File: src/rtl/pipe_hazard_ctrl_if.sv
// Signal bundle between the 5-stage datapath (master) and the hazard controller (slave).
// Carries hazard sources, stage load enables/bubble strobes, halt flag and perf counters.
interface pipe_hazard_ctrl_if;
  logic [4:0]  rs1_id;
  logic [4:0]  rs2_id;
  logic [4:0]  rd_ex;
  logic        load_ex;
  logic        mem_req;
  logic        mem_ready;
  logic        br_taken;

  logic        enb_pc;
  logic        enb_1;
  logic        enb_2;
  logic        enb_3;
  logic        enb_4;
  logic        bubble_1;
  logic        bubble_2;
  logic        bubble_4;
  logic        halted;
  logic [31:0] stall_cnt;
  logic [31:0] flush_cnt;

  modport master (
    output rs1_id, rs2_id, rd_ex, load_ex, mem_req, mem_ready, br_taken,
    input  enb_pc, enb_1, enb_2, enb_3, enb_4,
    input  bubble_1, bubble_2, bubble_4, halted, stall_cnt, flush_cnt
  );

  modport slave (
    input  rs1_id, rs2_id, rd_ex, load_ex, mem_req, mem_ready, br_taken,
    output enb_pc, enb_1, enb_2, enb_3, enb_4,
    output bubble_1, bubble_2, bubble_4, halted, stall_cnt, flush_cnt
  );
endinterface

File: src/rtl/pipe_hazard_ctrl.sv
// Stall/flush controller: load-use, data-memory wait and taken-branch handling with timeout halt.
// Define PIPE_HAZARD_CTRL_PERF_EN to build the stall/flush performance counters.
module pipe_hazard_ctrl #(
  parameter int MEM_TIMEOUT = 255
) (
  input logic              cpu_clk,
  input logic              reset,
  pipe_hazard_ctrl_if.slave hz
);

  typedef enum logic [1:0] {
    RUN   = 2'd0,
    MWAIT = 2'd1,
    HALT  = 2'd2
  } state_t;

  localparam logic [15:0] WCNT_LAST = 16'(MEM_TIMEOUT - 1);

  state_t      state_reg;
  logic [15:0] wcnt_reg;
  logic        halted_reg;

  logic mstall;
  logic luh;
  logic flush_apply;
  logic enb_pc, enb_1, enb_2, enb_3, enb_4;
  logic bubble_1, bubble_2, bubble_4;

  always_comb begin
    mstall = hz.mem_req & ~hz.mem_ready;
    luh    = hz.load_ex & (hz.rd_ex != 5'd0) &
             ((hz.rd_ex == hz.rs1_id) | (hz.rd_ex == hz.rs2_id));
  end

  // Mealy decode; reset forces everything quiet even before the flops settle.
  always_comb begin
    enb_pc      = 1'b0;
    enb_1       = 1'b0;
    enb_2       = 1'b0;
    enb_3       = 1'b0;
    enb_4       = 1'b0;
    bubble_1    = 1'b0;
    bubble_2    = 1'b0;
    bubble_4    = 1'b0;
    flush_apply = 1'b0;
    if (reset || state_reg == HALT) begin
      enb_pc = 1'b0;
    end else if (mstall) begin
      // Only write-back advances, and it takes a NOP so the last writeback is not replayed.
      enb_4    = 1'b1;
      bubble_4 = 1'b1;
    end else if (hz.br_taken) begin
      enb_pc      = 1'b1;
      enb_1       = 1'b1;
      enb_2       = 1'b1;
      enb_3       = 1'b1;
      enb_4       = 1'b1;
      bubble_1    = 1'b1;
      bubble_2    = 1'b1;
      flush_apply = 1'b1;
    end else if (luh) begin
      enb_2    = 1'b1;
      enb_3    = 1'b1;
      enb_4    = 1'b1;
      bubble_2 = 1'b1;
    end else begin
      enb_pc = 1'b1;
      enb_1  = 1'b1;
      enb_2  = 1'b1;
      enb_3  = 1'b1;
      enb_4  = 1'b1;
    end
  end

  always_ff @(posedge cpu_clk or posedge reset) begin
    if (reset) begin
      state_reg  <= RUN;
      wcnt_reg   <= '0;
      halted_reg <= 1'b0;
    end else begin
      case (state_reg)
        RUN, MWAIT: begin
          if (mstall) begin
            if (wcnt_reg == WCNT_LAST) begin
              state_reg  <= HALT;
              halted_reg <= 1'b1;
            end else begin
              state_reg <= MWAIT;
            end
            wcnt_reg <= wcnt_reg + 16'd1;
          end else begin
            state_reg <= RUN;
            wcnt_reg  <= '0;
          end
        end
        HALT: begin
          state_reg  <= HALT;
          halted_reg <= 1'b1;
        end
        default: begin
          state_reg  <= RUN;
          wcnt_reg   <= '0;
          halted_reg <= 1'b0;
        end
      endcase
    end
  end

  assign hz.enb_pc   = enb_pc;
  assign hz.enb_1    = enb_1;
  assign hz.enb_2    = enb_2;
  assign hz.enb_3    = enb_3;
  assign hz.enb_4    = enb_4;
  assign hz.bubble_1 = bubble_1;
  assign hz.bubble_2 = bubble_2;
  assign hz.bubble_4 = bubble_4;
  assign hz.halted   = halted_reg;

`ifdef PIPE_HAZARD_CTRL_PERF_EN
  // Index 0 counts PC-hold cycles, index 1 counts applied branch flushes.
  logic [1:0]  perf_inc;
  logic [31:0] perf_cnt [2];

  assign perf_inc[0] = ~enb_pc & (state_reg != HALT);
  assign perf_inc[1] = flush_apply;

  for (genvar gi = 0; gi < 2; gi++) begin : g_perf
    logic [31:0] cnt_reg;
    always_ff @(posedge cpu_clk or posedge reset) begin
      if (reset) begin
        cnt_reg <= '0;
      end else if (perf_inc[gi]) begin
        cnt_reg <= cnt_reg + 32'd1;
      end
    end
    assign perf_cnt[gi] = cnt_reg;
  end

  assign hz.stall_cnt = perf_cnt[0];
  assign hz.flush_cnt = perf_cnt[1];
`else
  assign hz.stall_cnt = '0;
  assign hz.flush_cnt = '0;
`endif

endmodule

File: src/flat_wrapper.sv
// flat-port wrapper written by rule: the top's interface ports become plain ports
module pipe_hazard_ctrl_flat 
#(
  parameter int MEM_TIMEOUT = 255
)
  (cpu_clk, reset, hz_rs1_id, hz_rs2_id, hz_rd_ex, hz_load_ex, hz_mem_req, hz_mem_ready, hz_br_taken, hz_enb_pc, hz_enb_1, hz_enb_2, hz_enb_3, hz_enb_4, hz_bubble_1, hz_bubble_2, hz_bubble_4, hz_halted, hz_stall_cnt, hz_flush_cnt);
  pipe_hazard_ctrl_if hz_i ();
  input logic cpu_clk;
  input logic reset;
  input wire logic [$bits(hz_i.rs1_id)-1:0] hz_rs1_id;
  input wire logic [$bits(hz_i.rs2_id)-1:0] hz_rs2_id;
  input wire logic [$bits(hz_i.rd_ex)-1:0] hz_rd_ex;
  input wire logic [$bits(hz_i.load_ex)-1:0] hz_load_ex;
  input wire logic [$bits(hz_i.mem_req)-1:0] hz_mem_req;
  input wire logic [$bits(hz_i.mem_ready)-1:0] hz_mem_ready;
  input wire logic [$bits(hz_i.br_taken)-1:0] hz_br_taken;
  output wire logic [$bits(hz_i.enb_pc)-1:0] hz_enb_pc;
  output wire logic [$bits(hz_i.enb_1)-1:0] hz_enb_1;
  output wire logic [$bits(hz_i.enb_2)-1:0] hz_enb_2;
  output wire logic [$bits(hz_i.enb_3)-1:0] hz_enb_3;
  output wire logic [$bits(hz_i.enb_4)-1:0] hz_enb_4;
  output wire logic [$bits(hz_i.bubble_1)-1:0] hz_bubble_1;
  output wire logic [$bits(hz_i.bubble_2)-1:0] hz_bubble_2;
  output wire logic [$bits(hz_i.bubble_4)-1:0] hz_bubble_4;
  output wire logic [$bits(hz_i.halted)-1:0] hz_halted;
  output wire logic [$bits(hz_i.stall_cnt)-1:0] hz_stall_cnt;
  output wire logic [$bits(hz_i.flush_cnt)-1:0] hz_flush_cnt;
  assign hz_i.rs1_id = hz_rs1_id;
  assign hz_i.rs2_id = hz_rs2_id;
  assign hz_i.rd_ex = hz_rd_ex;
  assign hz_i.load_ex = hz_load_ex;
  assign hz_i.mem_req = hz_mem_req;
  assign hz_i.mem_ready = hz_mem_ready;
  assign hz_i.br_taken = hz_br_taken;
  assign hz_enb_pc = hz_i.enb_pc;
  assign hz_enb_1 = hz_i.enb_1;
  assign hz_enb_2 = hz_i.enb_2;
  assign hz_enb_3 = hz_i.enb_3;
  assign hz_enb_4 = hz_i.enb_4;
  assign hz_bubble_1 = hz_i.bubble_1;
  assign hz_bubble_2 = hz_i.bubble_2;
  assign hz_bubble_4 = hz_i.bubble_4;
  assign hz_halted = hz_i.halted;
  assign hz_stall_cnt = hz_i.stall_cnt;
  assign hz_flush_cnt = hz_i.flush_cnt;
  pipe_hazard_ctrl #(.MEM_TIMEOUT(MEM_TIMEOUT)) u_core (.cpu_clk(cpu_clk), .reset(reset), .hz(hz_i));
endmodule
File: config.mk
export PLATFORM = sky130hd
export DESIGN_NAME = pipe_hazard_ctrl_flat
export DESIGN_NICKNAME = d
export VERILOG_FILES = /design/src/rtl/pipe_hazard_ctrl_if.sv /design/src/rtl/pipe_hazard_ctrl.sv /design/src/flat_wrapper.sv
export SDC_FILE = /design/constraint.sdc
export NUM_CORES = 1
export LEC_CHECK = 0
export ABC_AREA = 0
export CORE_MARGIN = 4
export CORE_UTILIZATION = 43
export CTS_BUF_LIST = sky130_fd_sc_hd__clkbuf_4 sky130_fd_sc_hd__clkbuf_8
export DETAILED_ROUTE_END_ITERATION = 10
export HOLD_SLACK_MARGIN = 0.03
export PLACE_DENSITY = 0.95
export REMOVE_ABC_BUFFERS = 1
export SLEW_MARGIN = 20
export SYNTH_ARGS = -nofsm -noshare
export SYNTH_HDL_FRONTEND = slang
export SYNTH_SLANG_ARGS = --single-unit
File: constraint.sdc
create_clock -name cpu_clk -period 4.8 [get_ports cpu_clk]
set_input_delay 0.48 -clock cpu_clk [delete_from_list [all_inputs] [get_ports cpu_clk]]
set_output_delay 0.48 -clock cpu_clk [all_outputs]
set_load 0.01 [all_outputs]
==> results.sh <==
export IMPL_track_usage=0.124
export IMPL_power_switching_share=0.291
export IMPL_fin_area_mm2=0.00183
export IMPL_synth_seq_cells=19
export IMPL_dpl_cell_area_mm2=0.00178
export IMPL_hp_start="u_core.wcnt_reg[4]"
export IMPL_drc=0
export IMPL_final_nets=258
export IMPL_yosysTopAreaCell="buf_4"
export IMPL_drive_gt1_frac=0.0171
export IMPL_setup_viol=0
export IMPL_rsz0062_at_grt="false"
export IMPL_finalCritPeriodShare=0.624
export IMPL_synthTopCellsByArea="buf_4, dfrtp_1, xor2_1, nand2_1, o21ai_0"
export IMPL_status="finished clean"
export IMPL_place_gp_congestion=0.836
export IMPL_grt_pass1_wl_um=5210
export IMPL_relSlewSlack=0.360
export IMPL_die_h_um=71.1
export IMPL_cts_num_sinks=19
export IMPL_cts_tree="built"
export IMPL_cts_resized=0
export IMPL_vias=1311
export IMPL_min_to="u_core.wcnt_reg[4]"
export IMPL_min_period_ns=2.99
export IMPL_final_hold_viol_count=0
export IMPL_pin_count=94
export IMPL_ys_seq_area_frac=0.278
export IMPL_min_delay_path_class="reg2reg"
export IMPL_core_mm2=0.00374
export IMPL_synthTopCellsByCount="buf_4, dfrtp_1, nand2_1, o21ai_0, xor2_1"
export IMPL_portBuffers=29
export IMPL_cts_root_buf="clkbuf_8"
export IMPL_first_iter_violations=80
export IMPL_synth_cell_type_count=40
export IMPL_num_rows=22
export IMPL_synth_cells=209
export IMPL_post_cts_setup_buffers=0
export IMPL_cts_buffers_inserted=3
export IMPL_htreeDepth=1
export IMPL_required_ns=4.32
export IMPL_pwr_share_seq=0.448
export IMPL_path_max_fanout=14
export IMPL_yosysMostFrequentCell="buf_4"
export IMPL_routed_wl_um=3290
export IMPL_diodes=0
export IMPL_hold_worst_slack_ns=0.524
export IMPL_largest_register_ffs=16
export IMPL_ys_warn_count=0
export IMPL_arrival_ns=2.51
export IMPL_final_util=0.488
export IMPL_power_density_mw_per_mm2=209
export IMPL_grt_pass1_vias=1175
export IMPL_cts_buffer_depth=2
export IMPL_async_reset_ff_frac=1.00
export IMPL_initial_utilization=0.457
export IMPL_leakage_nw=0.868
export IMPL_crit_type="reg2out"
export IMPL_rr_worst_depth=3
export IMPL_grt_max_degree=21
export IMPL_ant_nets=0
export IMPL_r2r_end="u_core.wcnt_reg[12]"
export IMPL_fin_tns_setup_ns=0
export IMPL_startpoint_type="register"
export IMPL_synth_area_mm2=0.00171
export IMPL_clk_latency_ns=0.26
export IMPL_hpwlAfterDp_um=2560
export IMPL_dieArea_mm2=0.00505
export IMPL_hold_depth=1
export IMPL_die_w_um=71.1
export IMPL_viasPerCell=4.65
export IMPL_syn2layout_area_growth_pct=6.88
export IMPL_max_freq_mhz=334
export IMPL_pwr_share_comb=0.243
export IMPL_path_clk_slew_ns=0.07
export IMPL_grt_antenna_before_repair=0
export IMPL_cap_violations=0
export IMPL_synthFlopType="dfrtp_1"
export IMPL_switchingPower_mw=0.111
export IMPL_peakVddDrop_uv=106
export IMPL_tightest_slew_ns=0.958
export IMPL_r2r_start="u_core.state_reg[1]"
export IMPL_finalClockSkew_ns=0.00195
export IMPL_intPower_mw=0.271
export IMPL_end_kind="output pin"
export IMPL_synth_edf_count=0
export IMPL_overflow=0
export IMPL_synth_area_per_cell_um2=8.18
export IMPL_post_drt_wl_per_cell_um=11.7
export IMPL_synth_top_cell_area_share=0.290
export IMPL_clock_power_share=0.309
export IMPL_regToRegSetupSlack_ns=3.05
export IMPL_dr_pass1_iters=4
export IMPL_fill_cells=374
export IMPL_ctsHoldBuffers=0
export IMPL_report_final_slew_viol_count=0
## layout make-up
class                      instances  area (um^2)  share of cell area
multi-input combinational        177          935               0.511
sequential                        19          475               0.260
timing repair buffer              29          290               0.159
tap                               48         60.1              0.0329
clock buffer                       4         48.8              0.0267
inverter                           5         18.8              0.0103
## power groups by stage
stage / logic [mW] / clock network [mW] / registers (mW)
after floorplan: 0.0478 / 0 / 0.175
after global placement: 0.0901 / 0 / 0.174
after detailed placement: 0.0919 / 0 / 0.174
after CTS: 0.0923 / 0.122 / 0.171
after global routing: 0.102 / 0.127 / 0.172
final: 0.0928 / 0.118 / 0.171
## stage by stage
stage	worst slack, ns	total power, mW	std cells
after detailed placement	1.90	0.266	278
final	1.81	0.382	282
after global placement	1.92	0.264	278
after global routing	1.62	0.401	282
after CTS	1.78	0.385	282
after floorplan	2.64	0.223	201
## logic make-up after synthesis
family / share of synthesized area
flops: 0.278
xor+xnor: 0.0563
other cells: 0.00219
buf+inv: 0.314
simple gates: 0.207
fa+ha+maj: 0.0146
compound gates: 0.128
## metal layers
metal | vias to the layer above | global-route usage | share of wire
met3 | 4 | 0.0412 | 0.10
met5 | - | 0 | 0
met1 | 606 | 0.153 | 0.42
met2 | 65 | 0.211 | 0.47
met4 | 0 | 0.0271 | 0.0046
li1 | 636 | - | -
## worst max path at each step
stage                     slack, ns           to                 from
after floorplan                2.64  hz_bubble_2  u_core.state_reg[1]
after global placement         1.92    hz_enb_pc          hz_rd_ex[0]
after detailed placement       1.90    hz_enb_pc          hz_rd_ex[0]
after CTS                      1.78  hz_bubble_2  u_core.state_reg[1]
after global routing           1.62  hz_bubble_2  u_core.state_reg[1]
final                          1.81  hz_bubble_2  u_core.state_reg[1]
## worst max-delay path, stage by stage, from the launching register on
cell and delay (ns):
dfrtp_1 0.39, nor2b_1 0.77, nor3_1 0.22, and2_1 0.24, o21bai_1 0.15, clkdlybuf4s50_1 0.48
## placed cells by master, fill, tap and decap left out, types with 2 or more instances in the layout
master	count
o21ai_1	3
nor2_1	6
clkbuf_8	3
ha_1	2
o21ai_0	12
nand4_1	3
o211ai_1	3
xor2_1	11
and3_1	5
or3_1	2
nor4_1	2
and4_1	2
and2_1	4
a31oi_1	2
a21oi_1	5
nor3_1	5
dfrtp_1	19
or4_1	5
nand3_1	7
nand2_1	17
clkdlybuf4s50_1	29
nor2b_1	2
conb_1	64
inv_1	5
No activity file was read; power rests on OpenSTA's default activity.
